$ cat src/rtl/bp_fe_pkg.sv
// Shared front-end fetch types: response layout macros, fault priority
// encoding and privilege levels.
`ifndef BP_FE_PKG_SV
`define BP_FE_PKG_SV

`define BP_FE_MEM_PIPE_RESP_WIDTH(vaddr_width_mp, fetch_width_mp) \
  ((vaddr_width_mp) + 32*(fetch_width_mp) + 4)

`define DECLARE_BP_FE_MEM_PIPE_RESP_S(vaddr_width_mp, fetch_width_mp) \
  typedef struct packed {                                \
    logic [(vaddr_width_mp)-1:0]      vaddr;             \
    logic [32*(fetch_width_mp)-1:0]   data;              \
    logic                             itlb_miss;         \
    logic                             instr_page_fault;  \
    logic                             instr_access_fault;\
    logic                             icache_miss;       \
  } bp_fe_mem_pipe_resp_s

package bp_fe_pkg;

  typedef enum logic [1:0] {
    e_fe_fault_none,
    e_fe_fault_itlb_miss,
    e_fe_fault_page,
    e_fe_fault_access
  } bp_fe_fault_e;

  localparam logic [1:0] priv_user       = 2'd0;
  localparam logic [1:0] priv_supervisor = 2'd1;
  localparam logic [1:0] priv_machine    = 2'd3;

endpackage

`endif

$ cat src/rtl/bsg_fifo_1r1w_small.sv
// Small circular response buffer, registered output, no bypass (1-cycle min latency).
// Writer must guarantee space (credit scheme upstream); reset_i is active-high.
module bsg_fifo_1r1w_small #(
  parameter int width_p = 8,
  parameter int els_p   = 2
) (
  input  logic               clk_i,
  input  logic               reset_i,
  input  logic               v_i,
  input  logic [width_p-1:0] data_i,
  output logic               v_o,
  output logic [width_p-1:0] data_o,
  input  logic               yumi_i
);

  localparam int ptr_w_lp = (els_p > 1) ? $clog2(els_p) : 1;
  localparam int cnt_w_lp = $clog2(els_p + 1);

  logic [width_p-1:0]  mem [els_p];
  logic [ptr_w_lp-1:0] rd_ptr, wr_ptr;
  logic [cnt_w_lp-1:0] used;
  logic                deq;

  function automatic logic [ptr_w_lp-1:0] bump(input logic [ptr_w_lp-1:0] p);
    return (p == ptr_w_lp'(els_p - 1)) ? '0 : p + 1'b1;
  endfunction

  assign v_o    = (used != '0);
  assign deq    = yumi_i & v_o;
  assign data_o = mem[rd_ptr];

  always_ff @(posedge clk_i) begin
    if (reset_i) begin
      rd_ptr <= '0;
      wr_ptr <= '0;
      used   <= '0;
    end else begin
      if (v_i) wr_ptr <= bump(wr_ptr);
      if (deq) rd_ptr <= bump(rd_ptr);
      used <= used + cnt_w_lp'(v_i) - cnt_w_lp'(deq);
    end
  end

  always_ff @(posedge clk_i) begin
    if (v_i) mem[wr_ptr] <= data_i;
  end

endmodule

$ cat src/rtl/bp_fe_mem_pipe.sv
// Fetch-tracking pipeline: pairs ITLB/I$ results with each fetch, classifies faults,
// buffers responses (resp >= stages_p+1 cycles after accept); credit-based cmd_ready_o.
module bp_fe_mem_pipe
  import bp_fe_pkg::*;
#(
  parameter int          vaddr_width_p       = 39,
  parameter int          ptag_width_p        = 28,
  parameter int          page_offset_width_p = 12,
  parameter int          fetch_width_p       = 1,
  parameter int          stages_p            = 2,
  parameter int          buf_els_p           = 2,
  parameter int          io_did_width_p      = 3,
  parameter int unsigned dram_base_ptag_p    = 'h80000
) (
  input  logic                       clk_i,
  input  logic                       reset_i,
  input  logic                       cmd_v_i,
  input  logic [vaddr_width_p-1:0]   cmd_vaddr_i,
  output logic                       cmd_ready_o,
  input  logic                       poison_i,
  input  logic [1:0]                 priv_i,
  input  logic                       translation_en_i,
  input  logic                       uncached_mode_i,
  input  logic                       tlb_v_i,
  input  logic                       tlb_miss_i,
  input  logic                       tlb_u_i,
  input  logic                       tlb_x_i,
  input  logic [ptag_width_p-1:0]    tlb_ptag_i,
  input  logic                       uncached_i,
  output logic                       kill_o,
  input  logic [32*fetch_width_p-1:0] cache_data_i,
  input  logic                       cache_data_v_i,
  output logic                       resp_v_o,
  input  logic                       resp_ready_i,
  output logic [`BP_FE_MEM_PIPE_RESP_WIDTH(vaddr_width_p, fetch_width_p)-1:0] resp_o
);

  localparam int resp_width_lp = `BP_FE_MEM_PIPE_RESP_WIDTH(vaddr_width_p, fetch_width_p);
  localparam int cnt_w_lp      = $clog2(buf_els_p + 1);

  `DECLARE_BP_FE_MEM_PIPE_RESP_S(vaddr_width_p, fetch_width_p);

  logic [cnt_w_lp-1:0]      count;
  logic                     accept, deq;
  logic [stages_p:1]        stage_v;
  logic [vaddr_width_p-1:0] stage_vaddr [stages_p:1];
  bp_fe_fault_e             stage_fault [stages_p:2];
  bp_fe_fault_e             fault_s1, last_fault;
  logic                     page_fault, access_fault;
  bp_fe_mem_pipe_resp_s     enq_resp;
  logic [resp_width_lp-1:0] fifo_data;
  logic                     fifo_v, fifo_reset;

  // Credits cover both in-flight stages and buffered entries, so the buffer never overflows.
  assign cmd_ready_o = (count < cnt_w_lp'(buf_els_p));
  assign accept      = cmd_v_i & cmd_ready_o;
  assign deq         = fifo_v & resp_ready_i;

  assign page_fault = translation_en_i & tlb_v_i
                    & (~tlb_x_i
                       | ((priv_i == priv_supervisor) & tlb_u_i)
                       | ((priv_i == priv_user) & ~tlb_u_i));

  assign access_fault = (uncached_mode_i & ~uncached_i)
                      | (tlb_ptag_i[ptag_width_p-1 -: io_did_width_p] != '0)
                      | (tlb_ptag_i < ptag_width_p'(dram_base_ptag_p));

  always_comb begin
    fault_s1 = e_fe_fault_none;
    if (tlb_miss_i)        fault_s1 = e_fe_fault_itlb_miss;
    else if (page_fault)   fault_s1 = e_fe_fault_page;
    else if (access_fault) fault_s1 = e_fe_fault_access;
  end

  assign kill_o = poison_i | (stage_v[1] & (fault_s1 != e_fe_fault_none));

  always_ff @(posedge clk_i) begin
    if (!reset_i) begin
      stage_v <= '0;
      count   <= '0;
    end else if (poison_i) begin
      // A fetch accepted alongside the redirect belongs to the new path and survives.
      stage_v <= {{(stages_p-1){1'b0}}, accept};
      count   <= cnt_w_lp'(accept);
    end else begin
      stage_v <= {stage_v[stages_p-1:1], accept};
      count   <= count + cnt_w_lp'(accept) - cnt_w_lp'(deq);
    end
  end

  always_ff @(posedge clk_i) begin
    stage_vaddr[1] <= cmd_vaddr_i;
    stage_fault[2] <= fault_s1;
    for (int i = 2; i <= stages_p; i++) stage_vaddr[i] <= stage_vaddr[i-1];
    for (int i = 3; i <= stages_p; i++) stage_fault[i] <= stage_fault[i-1];
  end

  assign last_fault = stage_fault[stages_p];

  always_comb begin
    enq_resp                    = '0;
    enq_resp.vaddr              = stage_vaddr[stages_p];
    enq_resp.itlb_miss          = (last_fault == e_fe_fault_itlb_miss);
    enq_resp.instr_page_fault   = (last_fault == e_fe_fault_page);
    enq_resp.instr_access_fault = (last_fault == e_fe_fault_access);
    enq_resp.icache_miss        = (last_fault == e_fe_fault_none) & ~cache_data_v_i;
    enq_resp.data               = (last_fault == e_fe_fault_none) ? cache_data_i : '0;
  end

  assign fifo_reset = ~reset_i | poison_i;

  bsg_fifo_1r1w_small #(
    .width_p (resp_width_lp),
    .els_p   (buf_els_p)
  ) resp_buf (
    .clk_i   (clk_i),
    .reset_i (fifo_reset),
    .v_i     (stage_v[stages_p]),
    .data_i  (enq_resp),
    .v_o     (fifo_v),
    .data_o  (fifo_data),
    .yumi_i  (deq)
  );

  assign resp_v_o = fifo_v;
  assign resp_o   = fifo_v ? fifo_data : '0;

endmodule

$ cat config.mk
export PLATFORM = sky130hd
export DESIGN_NAME = bp_fe_mem_pipe
export DESIGN_NICKNAME = d
export VERILOG_FILES = /design/src/rtl/bp_fe_pkg.sv /design/src/rtl/bsg_fifo_1r1w_small.sv /design/src/rtl/bp_fe_mem_pipe.sv
export SDC_FILE = /design/constraint.sdc
export NUM_CORES = 1
export LEC_CHECK = 0
export ABC_AREA = 1
export ABC_CLOCK_PERIOD_IN_PS = 4300
export CAP_MARGIN = 10
export CORE_MARGIN = 5
export CORE_UTILIZATION = 45
export DETAILED_ROUTE_END_ITERATION = 8
export PLACE_DENSITY = 0.84
export SETUP_SLACK_MARGIN = 0.4
export SYNTH_ARGS = -nofsm -noshare
export SYNTH_HDL_FRONTEND = slang
export SYNTH_HIERARCHICAL = 1
export SYNTH_SLANG_ARGS = --single-unit
$ cat constraint.sdc
create_clock -name clk_i -period 4.3 [get_ports clk_i]
set_clock_uncertainty 0.2 [all_clocks]
set_input_delay 0.86 -clock clk_i [delete_from_list [all_inputs] [get_ports clk_i]]
set_output_delay 0.86 -clock clk_i [all_outputs]
set_load 0.02 [all_outputs]
==> key figures <==
Run status
  – Status: finished clean

Yosys
  – Post-synthesis simple-gate area fraction: 0.0703
  – Synth area leader: edfxtp_1
  – Synth cell types: 22
  – Synth Register Bits: roughly 240
  – Top post-synthesis cells by area: edfxtp_1 (52%), dfxtp_1 (21%), mux2_4 (8.7%), inv_1 (5.3%), nand2_1 (4.1%)
  – Main combinational cell family by area after synthesis: multiplexers
  – Mux share of post-synthesis cell area: 0.119
  – Post-synthesis adder-cell area fraction: 0.00579
  – Synthesis Warnings: 6
  – Sequential share of the synthesized area: 0.727
  – Compound-gate portion of the synthesized area: 0.00318
  – Synth top area share: 0.521
  – Post-Synth XOR/XNOR Area: 0.00101
  – Syn nets: 749
  – Cell Area, Synth: about 8600 um^2
  – Count leader, synth: edfxtp_1
  – Syn Inst Count: about 630
  – Top FF cell, synth: edfxtp_1
  – FFs w/ async S/R, synth: 0
  – Post-synth EDFFs: 150
  – Syn_area_per_cell: around 14 um^2
  – Post-synth top cells: edfxtp_1 (150), inv_1 (121), nand2_1 (95), dfxtp_1 (89), nor2_1 (52)

Die
  – Site Rows: 50
  – Die Area: around 22000 um^2
  – Horiz. Die Dim: about 150 um
  – Starting Density: 0.459
  – Die height: roughly 150 um
  – # IOs: ~190
  – Core Region: about 19000 um^2

CTS
  – Reg clk slew, reported paths: about 0.060 ns
  – CTS Sinks: about 240
  – Root Driver: clkbuf_16
  – Post-CTS resize count: 0
  – Hold buffers post-CTS: 0
  – Clock Latency Late Sink: approximately 0.5 ns
  – CTS tree: built
  – Cts bufs inserted: 24
  – CTS HTree Levels: 1
  – Clock Path Buffers: 3
  – Post-CTS Setup Repair Bufs: 0

STA
  – Final slew viol count: 0
  – RSZ-0062 raised after global routing: no
  – Final setup viols: 0
  – Max Freq: 0.282 GHz
  – Fin crit share: 0.824
  – Setup TNS: 0 ns
  – Final WS setup: around 0.76 ns
  – Post-route minimum period: roughly 3.5 ns
  – Max transition margin: 0.398
  – Hold Fails Final Rpt: 0
  – Worst slew pin tran: around 0.90 ns

Layout
  – Antenna diodes: 0
  – Nets: between 900 and 1k
  – Fillers: around 1.4k
  – Share of cells above drive strength 1: 0.163
  – Area Growth Syn to Fin: 32.6%
  – Final design utilization: 0.609

Routing
  – DRC violations left: 0
  – Vias: 4795
  – Initial DRC count: around 140
  – DR WL/cell: roughly 14 um
  – Initial DRT Pass Iterations: 4
  – Routed wire length: about 16000 um
  – Avg Vias per Cell: 4.38
  – Final antenna-violating net count: 0

Worst setup path
  – R2R cell count: 15
  – Kind of critical path: reg -> out
  – Req. time, crit path: between 3 and 4 ns
  – CP Capture Type: primary output
  – CP Data Arrival Time: 2.48 ns
  – Max Fanout on Critical Path: 53
  – CP Launch Type: register
  – R2r setup slk: around 1.6 ns

Placement
  – GPL Wtd Cong: about 0.74
  – Port Buf Inserts: ~170
  – Pre-CTS WS: a little under 0.8 ns
  – Post-DP HPWL: 10200 um

Global routing
  – Antenna violations before repair: 1
  – Largest net degree at the start of global routing: 54
  – First-pass GRT wire length: 24900 um
  – Grt ovf: 0
  – Total Routing Usage GR: 0.141
  – Vias in the first global route: ~5.0k

Power and ir drop
  – Power per cell area: slightly above 400 nW/um^2
  – Leakage: about 5 nW
  – Worst ir drop on vdd: approximately 0.37 mV

Min path
  – Worst min path class: reg -> reg
  – Hold path cells: 0

Run
  – Max-Cap Viols: 0
worst max-delay path, stage by stage (launching register included):
cell and delay [ns]:
dfxtp_1 0.32, inv_1 0.07, nand2_2 0.45, buf_12 0.34, nand2_1 0.09, inv_1 0.06
clkdlybuf4s50_1 0.64
layout by cell type (no fill, tap or decap), types with 2 or more instances in the layout:
cell and n:
clkbuf_16 26, clkdlybuf4s50_1 172, mux2_2 25, clkbuf_1 5, mux2_4 50, a21oi_1 3, inv_1 120, clkbuf_8 3
nor2_1 51, clkinv_2 4, buf_4 3, ha_1 4, inv_2 10, clkinv_4 2, inv_4 2, nand3_1 5
buf_12 3, edfxtp_1 150, dfxtp_1 88, nand2_1 94
state kept, by name (all words and copies together), names as in the netlist, named ones only:
name and count:
count 2, resp_buf/mem 150, resp_buf/rd_ptr 1, resp_buf/used 2
resp_buf/wr_ptr 1, stage_fault 2, stage_v 2, stage_vaddr 78
cell type report:
| cell class | count | area [um^2] | share of cell area |
|---|---|---|---|
| clock buffer | 34 | 711 | 0.0620 |
| multi-input combinational | 242 | 1740 | 0.151 |
| sequential | 239 | 6290 | 0.549 |
| clock inverter | 10 | 80.1 | 0.00698 |
| inverter | 131 | 493 | 0.0430 |
| timing repair buffer | 179 | 1830 | 0.160 |
| tap | 260 | 325 | 0.0284 |
metal layers:
| metal | share of wire | global-route usage | up-vias |
|---|---|---|---|
| li1 | - | - | 2396 |
| met1 | 0.39 | 0.161 | 2234 |
| met2 | 0.53 | 0.264 | 132 |
| met3 | 0.062 | 0.0308 | 31 |
| met4 | 0.019 | 0.0397 | 2 |
| met5 | 0.00077 | 0 | - |
path summary, 6_finish.rpt:
kind,start,to
setup / recovery,resp_buf/used[1],resp_o[2]
hold / removal,stage_vaddr[1][21],stage_vaddr[2][21]
setup reg to reg,resp_buf/used[1],resp_buf/used[1]
hold reg to reg,stage_vaddr[1][21],stage_vaddr[2][21]
power by group:
group,internal (mW),switching [mW]
Combinational,0.111,0.0644
Sequential,2.48,0.0181
Clock,1.17,0.834
stage by stage:
| step | cells | cell area (um^2) | power, mW | hold WS [ns] |
|---|---|---|---|---|
| after floorplan | 631 | 8650 | 2.61 | 0.110 |
| after global routing | 1095 | 11500 | 4.87 | 0.120 |
| after detailed placement | 1051 | 10700 | 2.73 | 0.112 |
| after global placement | 1050 | 10600 | 2.72 | 0.110 |
| after CTS | 1095 | 11500 | 4.75 | 0.122 |
| final | 1095 | 11500 | 4.68 | 0.120 |
cell families after synthesis:
family / after synthesis
xor+xnor: 1
flops: 239
buf+inv: 150
simple gates: 157
mux: 75
fa+ha+maj: 4
compound gates: 5
Power figures use the tool's default switching activity.
